File: src/rtl/video_pattern_pkg.sv
// Shared types, bar colour table and mask expansion helper for the
// video test-pattern generator.
package video_pattern_pkg;

    typedef enum logic [2:0] {
        PAT_COUNT = 3'd0,
        PAT_BARS  = 3'd1,
        PAT_RAMP  = 3'd2,
        PAT_CHECK = 3'd3,
        PAT_SOLID = 3'd4
    } pattern_e;

    typedef enum logic [1:0] {
        ST_IDLE      = 2'd0,
        ST_RUN       = 2'd1,
        ST_STOP_PEND = 2'd2
    } run_state_e;

    localparam int MAX_CSIZE = 16;
    localparam int MAX_DSIZE = 3 * MAX_CSIZE;

    // {R,G,B} masks: white, yellow, cyan, green, magenta, red, blue, black
    localparam logic [2:0] BAR_MASK [8] = '{
        3'b111, 3'b110, 3'b011, 3'b010, 3'b101, 3'b100, 3'b001, 3'b000
    };

    function automatic logic [MAX_DSIZE-1:0] expand_mask(input logic [2:0] mask,
                                                         input int        csize);
        logic [MAX_DSIZE-1:0] ones;
        logic [MAX_DSIZE-1:0] res;
        ones = {MAX_DSIZE{1'b1}} >> (MAX_DSIZE - csize);
        res  = {MAX_DSIZE{1'b0}};
        if (mask[2]) res = res | (ones << (2 * csize));
        if (mask[1]) res = res | (ones << csize);
        if (mask[0]) res = res | ones;
        return res;
    endfunction

endpackage

File: src/rtl/video_timing_core.sv
// Raster timing generator: h/v counters, sync and active decode, and the
// run / stop-pending / idle control that lets a frame finish before stopping.
module video_timing_core
    import video_pattern_pkg::*;
#(
    parameter int   H_ACTIVE = 1920,
    parameter int   H_FP     = 88,
    parameter int   H_SYNC   = 44,
    parameter int   H_BP     = 148,
    parameter int   V_ACTIVE = 1080,
    parameter int   V_FP     = 4,
    parameter int   V_SYNC   = 5,
    parameter int   V_BP     = 36,
    parameter logic SYNC_POL = 1'b1
) (
    input  logic        pclk,
    input  logic        prst_n,
    input  logic        enable,
    output logic        hsync,
    output logic        vsync,
    output logic        de,
    output logic        sof,
    output logic        frame_start,
    output logic        frame_end,
    output logic [15:0] x,
    output logic [15:0] y
);

    localparam int H_START = H_SYNC + H_BP;
    localparam int H_END   = H_START + H_ACTIVE;
    localparam int H_TOTAL = H_END + H_FP;
    localparam int V_START = V_SYNC + V_BP;
    localparam int V_END   = V_START + V_ACTIVE;
    localparam int V_TOTAL = V_END + V_FP;

    run_state_e  state_r;
    run_state_e  state_s;
    logic [15:0] hcnt_r;
    logic [15:0] vcnt_r;
    logic        running_s;
    logic        h_last_s;
    logic        v_last_s;
    logic        last_pos_s;
    logic        h_act_s;
    logic        v_act_s;

    assign running_s  = (state_r != ST_IDLE);
    assign h_last_s   = (hcnt_r == 16'(H_TOTAL - 1));
    assign v_last_s   = (vcnt_r == 16'(V_TOTAL - 1));
    assign last_pos_s = running_s && h_last_s && v_last_s;

    // Next-state logic; a stop request only takes effect at the frame's last position
    always_comb begin
        state_s = state_r;
        case (state_r)
            ST_IDLE: begin
                if (enable) state_s = ST_RUN;
                else        state_s = ST_IDLE;
            end
            ST_RUN: begin
                if (!enable) state_s = last_pos_s ? ST_IDLE : ST_STOP_PEND;
                else         state_s = ST_RUN;
            end
            ST_STOP_PEND: begin
                if (enable)          state_s = ST_RUN;
                else if (last_pos_s) state_s = ST_IDLE;
                else                 state_s = ST_STOP_PEND;
            end
            default: state_s = ST_IDLE;
        endcase
    end

    // State register
    always_ff @(posedge pclk or negedge prst_n) begin
        if (!prst_n) state_r <= ST_IDLE;
        else         state_r <= state_s;
    end

    // Raster counters, parked at the origin while idle
    always_ff @(posedge pclk or negedge prst_n) begin
        if (!prst_n) begin
            hcnt_r <= 16'd0;
            vcnt_r <= 16'd0;
        end else if (!running_s) begin
            hcnt_r <= 16'd0;
            vcnt_r <= 16'd0;
        end else if (h_last_s) begin
            hcnt_r <= 16'd0;
            vcnt_r <= v_last_s ? 16'd0 : vcnt_r + 16'd1;
        end else begin
            hcnt_r <= hcnt_r + 16'd1;
        end
    end

    // Sync and active-region decode of the current counter state
    always_comb begin
        h_act_s     = (hcnt_r >= 16'(H_START)) && (hcnt_r < 16'(H_END));
        v_act_s     = (vcnt_r >= 16'(V_START)) && (vcnt_r < 16'(V_END));
        hsync       = (running_s && (hcnt_r < 16'(H_SYNC))) ? SYNC_POL : ~SYNC_POL;
        vsync       = (running_s && (vcnt_r < 16'(V_SYNC))) ? SYNC_POL : ~SYNC_POL;
        de          = running_s && h_act_s && v_act_s;
        x           = hcnt_r - 16'(H_START);
        y           = vcnt_r - 16'(V_START);
        sof         = de && (x == 16'd0) && (y == 16'd0);
        frame_start = (hcnt_r == 16'd0) && (vcnt_r == 16'd0);
        frame_end   = last_pos_s;
    end

endmodule

File: src/rtl/video_pattern_gen.sv
// Self-timed video test-pattern source: counter, colour bars, ramp,
// checkerboard and solid colour on a registered native video stream.
module video_pattern_gen
    import video_pattern_pkg::*;
#(
    parameter int   CSIZE    = 8,
    parameter int   H_ACTIVE = 1920,
    parameter int   H_FP     = 88,
    parameter int   H_SYNC   = 44,
    parameter int   H_BP     = 148,
    parameter int   V_ACTIVE = 1080,
    parameter int   V_FP     = 4,
    parameter int   V_SYNC   = 5,
    parameter int   V_BP     = 36,
    parameter logic SYNC_POL = 1'b1,
    parameter int   CHK_LOG2 = 4,
    localparam int  DSIZE    = 3 * CSIZE
) (
    input  logic             pclk,
    input  logic             prst_n,
    input  logic             enable,
    input  logic [2:0]       pattern,
    input  logic [DSIZE-1:0] solid_rgb,
    output logic             vsync,
    output logic             hsync,
    output logic             de,
    output logic [DSIZE-1:0] data,
    output logic [15:0]      vactive,
    output logic [15:0]      hactive,
    output logic [15:0]      frame_cnt,
    output logic             sof
);

    localparam int          BAR_W    = H_ACTIVE / 8;
    localparam logic [15:0] BAR_LAST = 16'(BAR_W - 1);

    logic                 t_hsync;
    logic                 t_vsync;
    logic                 t_de;
    logic                 t_sof;
    logic                 t_frame_start;
    logic                 t_frame_end;
    logic [15:0]          t_x;
    logic [15:0]          t_y;
    pattern_e             pattern_r;
    logic [DSIZE-1:0]     solid_r;
    logic [2:0]           bar_idx_r;
    logic [15:0]          bar_pix_r;
    logic [MAX_DSIZE-1:0] bar_rgb_s;
    logic [DSIZE-1:0]     pix_s;

    assign vactive = 16'(V_ACTIVE);
    assign hactive = 16'(H_ACTIVE);

    video_timing_core #(
        .H_ACTIVE (H_ACTIVE),
        .H_FP     (H_FP),
        .H_SYNC   (H_SYNC),
        .H_BP     (H_BP),
        .V_ACTIVE (V_ACTIVE),
        .V_FP     (V_FP),
        .V_SYNC   (V_SYNC),
        .V_BP     (V_BP),
        .SYNC_POL (SYNC_POL)
    ) u_timing (
        .pclk        (pclk),
        .prst_n      (prst_n),
        .enable      (enable),
        .hsync       (t_hsync),
        .vsync       (t_vsync),
        .de          (t_de),
        .sof         (t_sof),
        .frame_start (t_frame_start),
        .frame_end   (t_frame_end),
        .x           (t_x),
        .y           (t_y)
    );

    // Pattern selection is frozen at the frame origin so a frame never mixes patterns
    always_ff @(posedge pclk or negedge prst_n) begin
        if (!prst_n) begin
            pattern_r <= PAT_COUNT;
            solid_r   <= {DSIZE{1'b0}};
        end else if (t_frame_start) begin
            pattern_r <= (pattern > 3'd4) ? PAT_COUNT : pattern_e'(pattern);
            solid_r   <= solid_rgb;
        end else begin
            pattern_r <= pattern_r;
            solid_r   <= solid_r;
        end
    end

    // Bar index tracks x by counting pixels; the last bar soaks up any remainder
    always_ff @(posedge pclk or negedge prst_n) begin
        if (!prst_n) begin
            bar_idx_r <= 3'd0;
            bar_pix_r <= 16'd0;
        end else if (!t_de) begin
            bar_idx_r <= 3'd0;
            bar_pix_r <= 16'd0;
        end else if (bar_pix_r == BAR_LAST) begin
            bar_pix_r <= 16'd0;
            bar_idx_r <= (bar_idx_r == 3'd7) ? 3'd7 : bar_idx_r + 3'd1;
        end else begin
            bar_pix_r <= bar_pix_r + 16'd1;
        end
    end

    // Pixel value for the current counter position
    always_comb begin
        bar_rgb_s = expand_mask(BAR_MASK[bar_idx_r], CSIZE);
        pix_s     = {DSIZE{1'b0}};
        case (pattern_r)
            PAT_COUNT: pix_s = DSIZE'(t_x);
            PAT_BARS:  pix_s = bar_rgb_s[DSIZE-1:0];
            PAT_RAMP:  pix_s = {3{t_x[CSIZE-1:0]}};
            PAT_CHECK: pix_s = (t_x[CHK_LOG2] ^ t_y[CHK_LOG2]) ? {DSIZE{1'b1}} : {DSIZE{1'b0}};
            PAT_SOLID: pix_s = solid_r;
            default:   pix_s = DSIZE'(t_x);
        endcase
    end

    // Output stage: all stream outputs registered together to stay aligned
    always_ff @(posedge pclk or negedge prst_n) begin
        if (!prst_n) begin
            hsync     <= ~SYNC_POL;
            vsync     <= ~SYNC_POL;
            de        <= 1'b0;
            data      <= {DSIZE{1'b0}};
            sof       <= 1'b0;
            frame_cnt <= 16'd0;
        end else begin
            hsync     <= t_hsync;
            vsync     <= t_vsync;
            de        <= t_de;
            data      <= t_de ? pix_s : {DSIZE{1'b0}};
            sof       <= t_sof;
            frame_cnt <= t_frame_end ? frame_cnt + 16'd1 : frame_cnt;
        end
    end

endmodule

File: config.mk
export PLATFORM = sky130hd
export DESIGN_NAME = video_pattern_gen
export DESIGN_NICKNAME = d
export VERILOG_FILES = /design/src/rtl/video_pattern_pkg.sv /design/src/rtl/video_timing_core.sv /design/src/rtl/video_pattern_gen.sv
export SDC_FILE = /design/constraint.sdc
export NUM_CORES = 1
export LEC_CHECK = 0
export ABC_AREA = 0
export BUFFER_PORTS_ARGS = -buffer_cell sky130_fd_sc_hd__buf_2
export CAP_MARGIN = 10
export CORE_UTILIZATION = 62
export CTS_CLUSTER_DIAMETER = 30
export DETAILED_ROUTE_END_ITERATION = 8
export HOLD_SLACK_MARGIN = 0.08
export PLACE_DENSITY = 0.86
export SLEW_MARGIN = 20
export SYNTH_ARGS = -nofsm -noshare
export SYNTH_HDL_FRONTEND = slang
export SYNTH_HIERARCHICAL = 1
export SYNTH_SLANG_ARGS = --single-unit
export TNS_END_PERCENT = 30
File: constraint.sdc
create_clock -name pclk -period 5.5 [get_ports pclk]
set_input_delay 1.1 -clock pclk [delete_from_list [all_inputs] [get_ports pclk]]
set_output_delay 1.1 -clock pclk [all_outputs]
set_load 0.005 [all_outputs]
==> flow_summary_export.csv, run 1 <==
group,metric,value,unit
pwr,power_density,374,mW/mm^2
synthesis,syn_inst,706,
floorplanning,num_rows,37,
clock_network,ctsResizeCount,0,
sta,max-slew-margin-rel,0.357,
worst_setup_path,critPathArrivalTime,3400,ps
layout,final_util,0.726,
worst_setup_path,r2r_end,"data[16]",
floorplanning,initial_core_util,0.650,
detailed_routing,ant_nets,0,
global_route,grt_pass1_wl,26100,um
global_route,grt_overflow,0,
detailed_routing,drc_errors,0,
global_route,grt_max_degree,83,
detailed_routing,via_count,5477,
clock_network,clockBufferDepth,2,
worst_setup_path,worstSetupPathType,"register to register",
global_route,met1_usage,0.378,
clock_network,cts_root_buf,"clkbuf_8",
status,status,"finished clean",
sta,rsz0062_at_grt,"no",
floorplanning,ioPinCount,106,
global_route,grt_util_met2,0.481,
global_route,groute.layer.met3.usage,0.0687,
synthesis,syn_avg_cell_area,9.68,um^2
global_route,grt_pass1_vias,5302,
run,maxCapViolCount,0,
worst_setup_path,cp_max_fo,24,
clock_network,clk_latency,530,ps
synthesis,yosys_warnings,6,
worst_setup_path,r2r_slack,2520,ps
layout,drive_gt1_frac,0.192,
worst_setup_path,reg2reg_depth,8,
worst_setup_path,cp.required,5930,ps
clock_network,h-tree-depth,4,
pwr,p_leak,3.43,nW
clock_network,cts.sinks,124,
min_path,hold_path_depth,1,
worst_setup_path,crit_path_end_kind,"register",
sta,tightest_slew,965,ps
placement,port_buffers,73,
min_path,min_to,"frame_cnt[15]",
worst_setup_path,start_kind,"register",
floorplanning,fp.coreArea,0.0105,mm^2
clock_network,cts_tree,"done",
detailed_routing,drt-pass1-iter-count,5,
sta,finalHoldViolations,0,
synthesis,syn_area,0.00683,mm^2
min_path,hp-start,"frame_cnt[15]",
min_path,min_path_type,"register to register",
sta,maxSlewViolCount,0,
sta,timing.setup.tns,0,ps
floorplanning,fp.dieH,107,um
layout,num-fill-cells,676,
layout,area_delta_synth_final,11.7,%
sta,finalClockSkew,8.73,ps
global_route,track_usage,0.297,
clock_network,path_clk_slew,60,ps
clock_network,cts_setup_buffers,0,
clock_network,cts_hold_buf,0,
sta,finalSetupViolations,0,
worst_setup_path,r2r_start,"u_timing/state_r[0]",
global_route,busiest_layer,"met2",
clock_network,cts_buffers,17,
detailed_routing,viasPerCell,6.10,
global_route,antenna_found_initial,0,
sta,min_period,2980,ps
pwr,peakVddDrop,0.295,mV
floorplanning,die_x,107,um
placement,place.gp.congestion,0.910,
detailed_routing,routed_wl,15800,um
detailed_routing,wl_per_cell,17.6,um
detailed_routing,drt_iter0_drc,630,
worst_setup_path,crit_start,"u_timing/state_r[0]",
layout,finalInstanceArea,0.00763,mm^2
sta,period_share,0.541,
placement,hpwlAfterDp,10500,um
layout,nets,795,
layout,antenna_cells,0,
placement,place_area,0.00704,mm^2
floorplanning,dieArea,0.0114,mm^2
sta,fmax,0.336,GHz
## area by class of cell
class / count / area (um^2) / area share
Timing Repair Buffer: 77 / 402 / 0.0526
Clock inverter: 10 / 139 / 0.0182
Tap cell: 136 / 170 / 0.0223
Inverter: 20 / 75.1 / 0.00984
Sequential cell: 124 / 3100 / 0.407
Clock buffer: 21 / 449 / 0.0589
Multi-Input combinational cell: 510 / 3290 / 0.432
## layout by cell type (no fill, tap or decap), types with 15 or more instances in the layout
cell type and count:
a21oi_1 25, xor2_1 24, inv_1 20, nand2_1 63, clkbuf_16 16, nor3_1 18, nor2_1 59, buf_2 72
nand3_1 21, mux2_2 26, xnor2_1 39, o21ai_1 15, dfrtp_1 124, conb_1 32, ha_1 15
## where the power goes
part / leakage, nW / internal, W / switching [W]
Combinational: 1.48 / 0.000239 / 0.000340
Clock: 0.289 / 0.000713 / 0.000405
Sequential: 1.67 / 0.00104 / 0.000121
## worst max-delay path by stage
stage | endpoint | slack (ps)
global route | frame_cnt[15] | 2260
detailed placement | data[2] | 2640
finish | data[16] | 2520
floorplan | frame_cnt[15] | 2650
global placement | frame_cnt[15] | 2800
CTS | data[16] | 2600
## registers in the layout (all words and copies together) (netlist names)
signal / flops
data: 24
solid_r: 24
bar_pix_r: 16
frame_cnt: 16
u_timing/hcnt_r: 16
u_timing/vcnt_r: 16
bar_idx_r: 3
pattern_r: 3
u_timing/state_r: 2
de: 1
hsync: 1
sof: 1
vsync: 1
## routing by layer
layer / routed length [um] / up-vias / part of all wire
met1: 6550 / 2658 / 0.41
li1: - / 2496 / -
met2: 7710 / 278 / 0.49
met4: 507 / 0 / 0.032
met5: 0 / - / 0
met3: 1070 / 45 / 0.067
## stage by stage
step | hold slack [ps] | std cells | total power, W | setup WS [ps]
after global routing | 497 | 898 | 0.00297 | 2260
final | 470 | 898 | 0.00285 | 2520
after global placement | 462 | 867 | 0.00169 | 2800
after CTS | 468 | 898 | 0.00286 | 2600
after floorplan | 449 | 736 | 0.00157 | 2650
after detailed placement | 451 | 867 | 0.00172 | 2640
## worst max-delay path: stages (launching register included)
cell	delay, ps
dfrtp_1	350
inv_1	50
ha_1	330
nor4_1	340
o2111ai_1	150
a21oi_1	140
o311a_1	820
nand2_1	400
a21oi_1	280
(Power assumes the default switching activity.)
==> run 2: changes to the inputs <==
--- a/config.mk
+++ b/config.mk
@@ -8,11 +8,11 @@
 export ABC_AREA = 0
 export BUFFER_PORTS_ARGS = -buffer_cell sky130_fd_sc_hd__buf_2
 export CAP_MARGIN = 10
-export CORE_UTILIZATION = 62
+export CORE_UTILIZATION = 57
 export CTS_CLUSTER_DIAMETER = 30
 export DETAILED_ROUTE_END_ITERATION = 8
 export HOLD_SLACK_MARGIN = 0.08
-export PLACE_DENSITY = 0.86
+export PLACE_DENSITY = 0.8
 export SLEW_MARGIN = 20
 export SYNTH_ARGS = -nofsm -noshare
 export SYNTH_HDL_FRONTEND = slang
==> constraint.sdc (replaced) <==
create_clock -name pclk -period 3.1 [get_ports pclk]
set_input_delay 0.62 -clock pclk [delete_from_list [all_inputs] [get_ports pclk]]
set_output_delay 0.62 -clock pclk [all_outputs]
set_load 0.005 [all_outputs]
==> run 2 against run 1 <==
  * The run now ends with DRC left
  * Critical path depth is 2 higher
  * Setup slack worse by 2300 ps
  * Sequential power is 74% higher
  * Global-route usage is 3.4 points lower
  * Largest cell class unchanged
  * Largest power group is now clock
  * Highest routed layer unchanged
==> flow_summary_export.csv, run 2 (synthesis gave the netlist of run 1 again) <==
group,metric,value,unit
status,status,"finished, violations left",
clock_network,clk_latency,420,ps
clock_network,h-tree-depth,4,
detailed_routing,ant_nets,0,
layout,final_cell_mix,"dfrtp_1, buf_2, nand2_1, nor2_1, xnor2_1",
layout,area_delta_synth_final,14.0,%
clock_network,cts_setup_buffers,0,
global_route,track_usage,0.264,
global_route,grt_max_degree,61,
global_route,grt_pass1_wl,25700,um
worst_setup_path,r2r_start,"u_timing/hcnt_r[6]",
detailed_routing,via_count,5439,
sta,fmax,0.349,GHz
sta,finalSetupViolations,0,
detailed_routing,wl_per_cell,17.2,um
sta,finalHoldViolations,0,
detailed_routing,viasPerCell,5.94,
global_route,grt_pass1_vias,5203,
layout,multi_input_area,0.00331,mm^2
layout,num-fill-cells,863,
sta,finalClockSkew,12.5,ps
global_route,grt_overflow,0,
layout,reg_top3,"data x24, solid_r x24",
floorplanning,ioPinCount,106,
pwr,p_leak,3.50,nW
pwr,peakVddDrop,0.518,mV
sta,tightest_slew,963,ps
sta,timing.setup.tns,0,ps
clock_network,clockBufferDepth,2,
floorplanning,initial_core_util,0.591,
status,failed_checks,"DRC",
clock_network,cts.sinks,124,
detailed_routing,routed_wl,15800,um
worst_setup_path,crit_family,"simple AND/OR/NAND/NOR gates",
sta,min_period,2870,ps
worst_setup_path,worstSetupPathType,"register to register",
placement,hpwlAfterDp,10600,um
clock_network,cts_buffers,17,
clock_network,cts_tree,"done",
floorplanning,fp.coreArea,0.0116,mm^2
worst_setup_path,critPathArrivalTime,3200,ps
detailed_routing,drc_errors,12,
worst_setup_path,crit_start,"u_timing/hcnt_r[6]",
floorplanning,num_rows,39,
run,maxCapViolCount,0,
clock_network,path_clk_slew,60,ps
layout,area.sequential,0.00310,mm^2
worst_setup_path,cp_max_fo,9,
placement,port_buffers,73,
layout,drive_gt1_frac,0.203,
pwr,power_density,677,mW/mm^2
layout,nets,805,
worst_setup_path,crit_path_end_kind,"register",
global_route,antenna_found_initial,0,
sta,period_share,0.924,
floorplanning,dieArea,0.0124,mm^2
placement,place.gp.congestion,0.959,
clock_network,cts_root_buf,"clkbuf_16",
worst_setup_path,worst_path_max_delay_cell,"dfrtp_1",
worst_setup_path,cpPeakStageDelay,490,ps
detailed_routing,drt_iter0_drc,618,
min_path,min_path_type,"input port to async pin",
floorplanning,fp.dieH,111,um
detailed_routing,drt-pass1-iter-count,8,
layout,antenna_cells,0,
sta,maxSlewViolCount,0,
worst_setup_path,cp_cell_sequence,"inv_1 -> ha_1 -> nor4bb_2 -> nand4_1 -> nor4_1 -> buf_4 -> nand4_1 -> buf_4 -> nor2_1 -> xor2_1",
worst_setup_path,cp.required,3430,ps
floorplanning,die_x,111,um
sta,max-slew-margin-rel,0.358,
worst_setup_path,critPathBufInv,3,
layout,layout_commonest_cell,"dfrtp_1",
worst_setup_path,start_kind,"register",
layout,final_util,0.674,
## run 2: area by class of cell
| type | count | share of cell area |
|---|---|---|
| Clock buffer | 22 | 0.0583 |
| Clock inverter | 10 | 0.0241 |
| Sequential cell | 124 | 0.398 |
| Multi-Input combinational cell | 510 | 0.424 |
| Tap cell | 143 | 0.0230 |
| Inverter | 20 | 0.00964 |
| Timing Repair Buffer | 87 | 0.0623 |
## run 2: path summary, 6_finish.rpt
check	to	slack, ps	cells after the start
worst max-delay path	frame_cnt[11]	230	10
worst min-delay path	solid_r[14]	210	1
worst max register to register	frame_cnt[11]	230	10
worst min register to register	frame_cnt[10]	500	1
max in group asynchronous	u_timing/vcnt_r[0]	2170	2
min in group pclk	solid_r[0]	430	2
## run 2: through the flow
step	area, um^2	cells	hold WS, ps	worst slack [ps]	total power [W]
after floorplan	6950	736	324	250	0.00278
after global placement	7140	884	457	476	0.00307
after detailed placement	7140	884	479	330	0.00311
after CTS	7780	916	206	238	0.00530
after global routing	7790	916	229	-6.88	0.00551
final	7790	916	207	234	0.00528
## run 2: repair_timing
action                     in CTS  in global routing
resized for setup               0                  2
setup endpoints to repair       0                  4
hold buffers                    0                  0
## run 2: report_power, final
| group | switching, W | leakage (nW) | internal, W |
|---|---|---|---|
| combinational | 0.000630 | 1.53 | 0.000473 |
| clock | 0.000707 | 0.305 | 0.00145 |
| sequential | 0.000178 | 1.67 | 0.00184 |
| total | 0.00151 | 3.50 | 0.00376 |
## run 2: layer usage
metal  part of all wire  GRT usage  up-vias
li1                   -          -     2510
met1               0.42      0.330     2682
met2               0.49      0.440      221
met3              0.062     0.0708       26
met4              0.019     0.0964        0
met5                  0          0        -
==> run 3: changes to the inputs <==
--- a/config.mk
+++ b/config.mk
@@ -5,14 +5,14 @@
 export SDC_FILE = /design/constraint.sdc
 export NUM_CORES = 1
 export LEC_CHECK = 0
-export ABC_AREA = 0
+export ABC_AREA = 1
 export BUFFER_PORTS_ARGS = -buffer_cell sky130_fd_sc_hd__buf_2
 export CAP_MARGIN = 10
-export CORE_UTILIZATION = 57
+export CORE_UTILIZATION = 58
 export CTS_CLUSTER_DIAMETER = 30
 export DETAILED_ROUTE_END_ITERATION = 8
 export HOLD_SLACK_MARGIN = 0.08
-export PLACE_DENSITY = 0.8
+export PLACE_DENSITY = 0.81
 export SLEW_MARGIN = 20
 export SYNTH_ARGS = -nofsm -noshare
 export SYNTH_HDL_FRONTEND = slang
==> run 3 against run 2 <==
  * Largest cell class unchanged
  * Global-route usage grew 1.5 points
  * First-iteration DRC count shrank 1.3%
  * Cell area grew 5.0%
  * Combinational power grew 25%
  * Worst hold slack gained 51 ps
  * Register-to-register slack gained 260 ps
  * Sequential power is essentially flat
  * The run now ends clean
==> flow_summary_export.csv, run 3 <==
group,metric,value,unit
sta,fmax,0.383,GHz
detailed_routing,via_count,6543,
floorplanning,fp.coreArea,0.0121,mm^2
floorplanning,ioPinCount,106,
clock_network,cts_tree,"done",
worst_setup_path,start_kind,"register",
placement,hpwlAfterDp,12100,um
layout,antenna_cells,0,
floorplanning,fp.dieH,114,um
worst_setup_path,crit_start,"u_timing/hcnt_r[6]",
floorplanning,dieArea,0.0130,mm^2
clock_network,h-tree-depth,4,
worst_setup_path,crit_end,"frame_cnt[9]",
global_route,grt_max_degree,58,
layout,finalInstanceArea,0.00818,mm^2
worst_setup_path,r2r_slack,490,ps
run,maxCapViolCount,0,
worst_setup_path,r2r_end,"frame_cnt[9]",
clock_network,clockBufferDepth,2,
synthesis,syn_avg_cell_area,7.42,um^2
layout,reg_top3,"data x24, solid_r x24",
placement,place.gp.congestion,0.906,
layout,num-fill-cells,1019,
sta,timing.setup.tns,0,ps
worst_setup_path,cp_cell_sequence,"inv_1 -> ha_1 -> nand4_1 -> nor3_4 -> nand2_1 -> nor2_1 -> inv_1 -> nor2_1 -> nand2_1 -> nor2_1 -> xor2_1",
clock_network,clk_latency,420,ps
placement,place_area,0.00758,mm^2
clock_network,cts.sinks,124,
layout,final_util,0.675,
worst_setup_path,reg2reg_depth,11,
detailed_routing,drt-pass1-iter-count,9,
sta,tightest_slew,722,ps
layout,final_cell_mix,"nand2_1, nor2_1, dfrtp_1, inv_1, nand3_1",
worst_setup_path,cpPeakStageDelay,390,ps
worst_setup_path,worst_path_max_delay_cell,"dfrtp_1",
clock_network,cts_root_buf,"clkbuf_16",
synthesis,syn_area,0.00726,mm^2
worst_setup_path,crit_path_end_kind,"register",
sta,maxSlewViolCount,0,
worst_setup_path,crit_family,"simple AND/OR/NAND/NOR gates",
detailed_routing,viasPerCell,5.37,
worst_setup_path,critPathBufInv,2,
clock_network,path_clk_slew,50,ps
synthesis,yosys_warnings,6,
pwr,p_leak,4.23,nW
worst_setup_path,cp_max_fo,7,
sta,finalHoldViolations,0,
detailed_routing,drt_iter0_drc,610,
layout,area_delta_synth_final,12.6,%
worst_setup_path,cp_common_cell,"nor2_1",
sta,whs,258,ps
detailed_routing,drc_errors,0,
floorplanning,die_x,114,um
detailed_routing,routed_wl,17000,um
sta,finalClockSkew,7.91,ps
global_route,grt_pass1_vias,6031,
detailed_routing,wl_per_cell,14.0,um
clock_network,cts_buffers,17,
layout,nets,1087,
sta,max-slew-margin-rel,0.519,
sta,min_period,2610,ps
clock_network,ctsResizeCount,0,
sta,period_share,0.842,
sta,finalSetupViolations,0,
layout,drive_gt1_frac,0.136,
layout,layout_commonest_cell,"nand2_1",
worst_setup_path,cp.required,3440,ps
floorplanning,num_rows,40,
status,status,"finished clean",
global_route,grt_pass1_wl,28400,um
clock_network,cts_setup_buffers,0,
worst_setup_path,worstSetupPathType,"register to register",
pwr,power_density,660,mW/mm^2
detailed_routing,ant_nets,0,
clock_network,cts_hold_buf,0,
worst_setup_path,critPathArrivalTime,2950,ps
sta,rsz0062_at_grt,"no",
min_path,min_path_type,"input port to async pin",
floorplanning,initial_core_util,0.599,
pwr,peakVddDrop,0.483,mV
placement,port_buffers,73,
global_route,track_usage,0.279,
global_route,grt_overflow,0,
worst_setup_path,cp_num_cells,11,
synthesis,syn_inst,978,
worst_setup_path,r2r_start,"u_timing/hcnt_r[6]",
global_route,antenna_found_initial,0,
[run 3: final cells by class]
class                           count  area (um^2)  area share
Multi-Input combinational cell    717         3460       0.423
Sequential cell                   124         3100       0.379
Clock buffer                       21          480      0.0587
Timing Repair Buffer               79          425      0.0520
Inverter                          103          389      0.0476
Tap cell                          168          210      0.0257
Clock inverter                      7          115      0.0141
[run 3: report_power, final]
| group | total (W) | switching (W) | internal (W) | leakage, nW |
|---|---|---|---|---|
| clock | 0.00202 | 0.000692 | 0.00133 | 0.289 |
| combinational | 0.00137 | 0.000966 | 0.000404 | 2.27 |
| sequential | 0.00201 | 0.000170 | 0.00184 | 1.68 |
[run 3: how the worst min path moves through the flow]
| stage | startpoint | endpoint | slack [ps] | depth (start not counted) |
|---|---|---|---|---|
| finish | prst_n | bar_pix_r[10] | 260 | 1 |
| global placement | solid_r[10] | solid_r[10] | 460 | 2 |
| CTS | prst_n | bar_pix_r[10] | 280 | 1 |
| global route | prst_n | bar_pix_r[10] | 310 | 1 |
| floorplan | prst_n | bar_idx_r[0] | 320 | 0 |
| detailed placement | solid_r[10] | solid_r[10] | 470 | 2 |
[run 3: through the flow]
step | power (W) | setup slack (ps) | std cells
6_report | 0.00540 | 491 | 1219
5_1_grt | 0.00568 | 256 | 1219
4_1_cts | 0.00540 | 504 | 1219
3_5_place_dp | 0.00338 | 550 | 1191
3_3_place_gp | 0.00332 | 665 | 1191
2_1_floorplan | 0.00310 | 823 | 1008
[run 3: metal layers]
layer  vias to the layer above  GRT usage  share of wire  routed length [um]
met5                         -          0              0                   0
met4                         0     0.0892          0.013                 218
met3                        18     0.0622          0.058                 981
met2                       236      0.452           0.49                8260
met1                      3101      0.373           0.44                7570
li1                       3188          -              -                   -
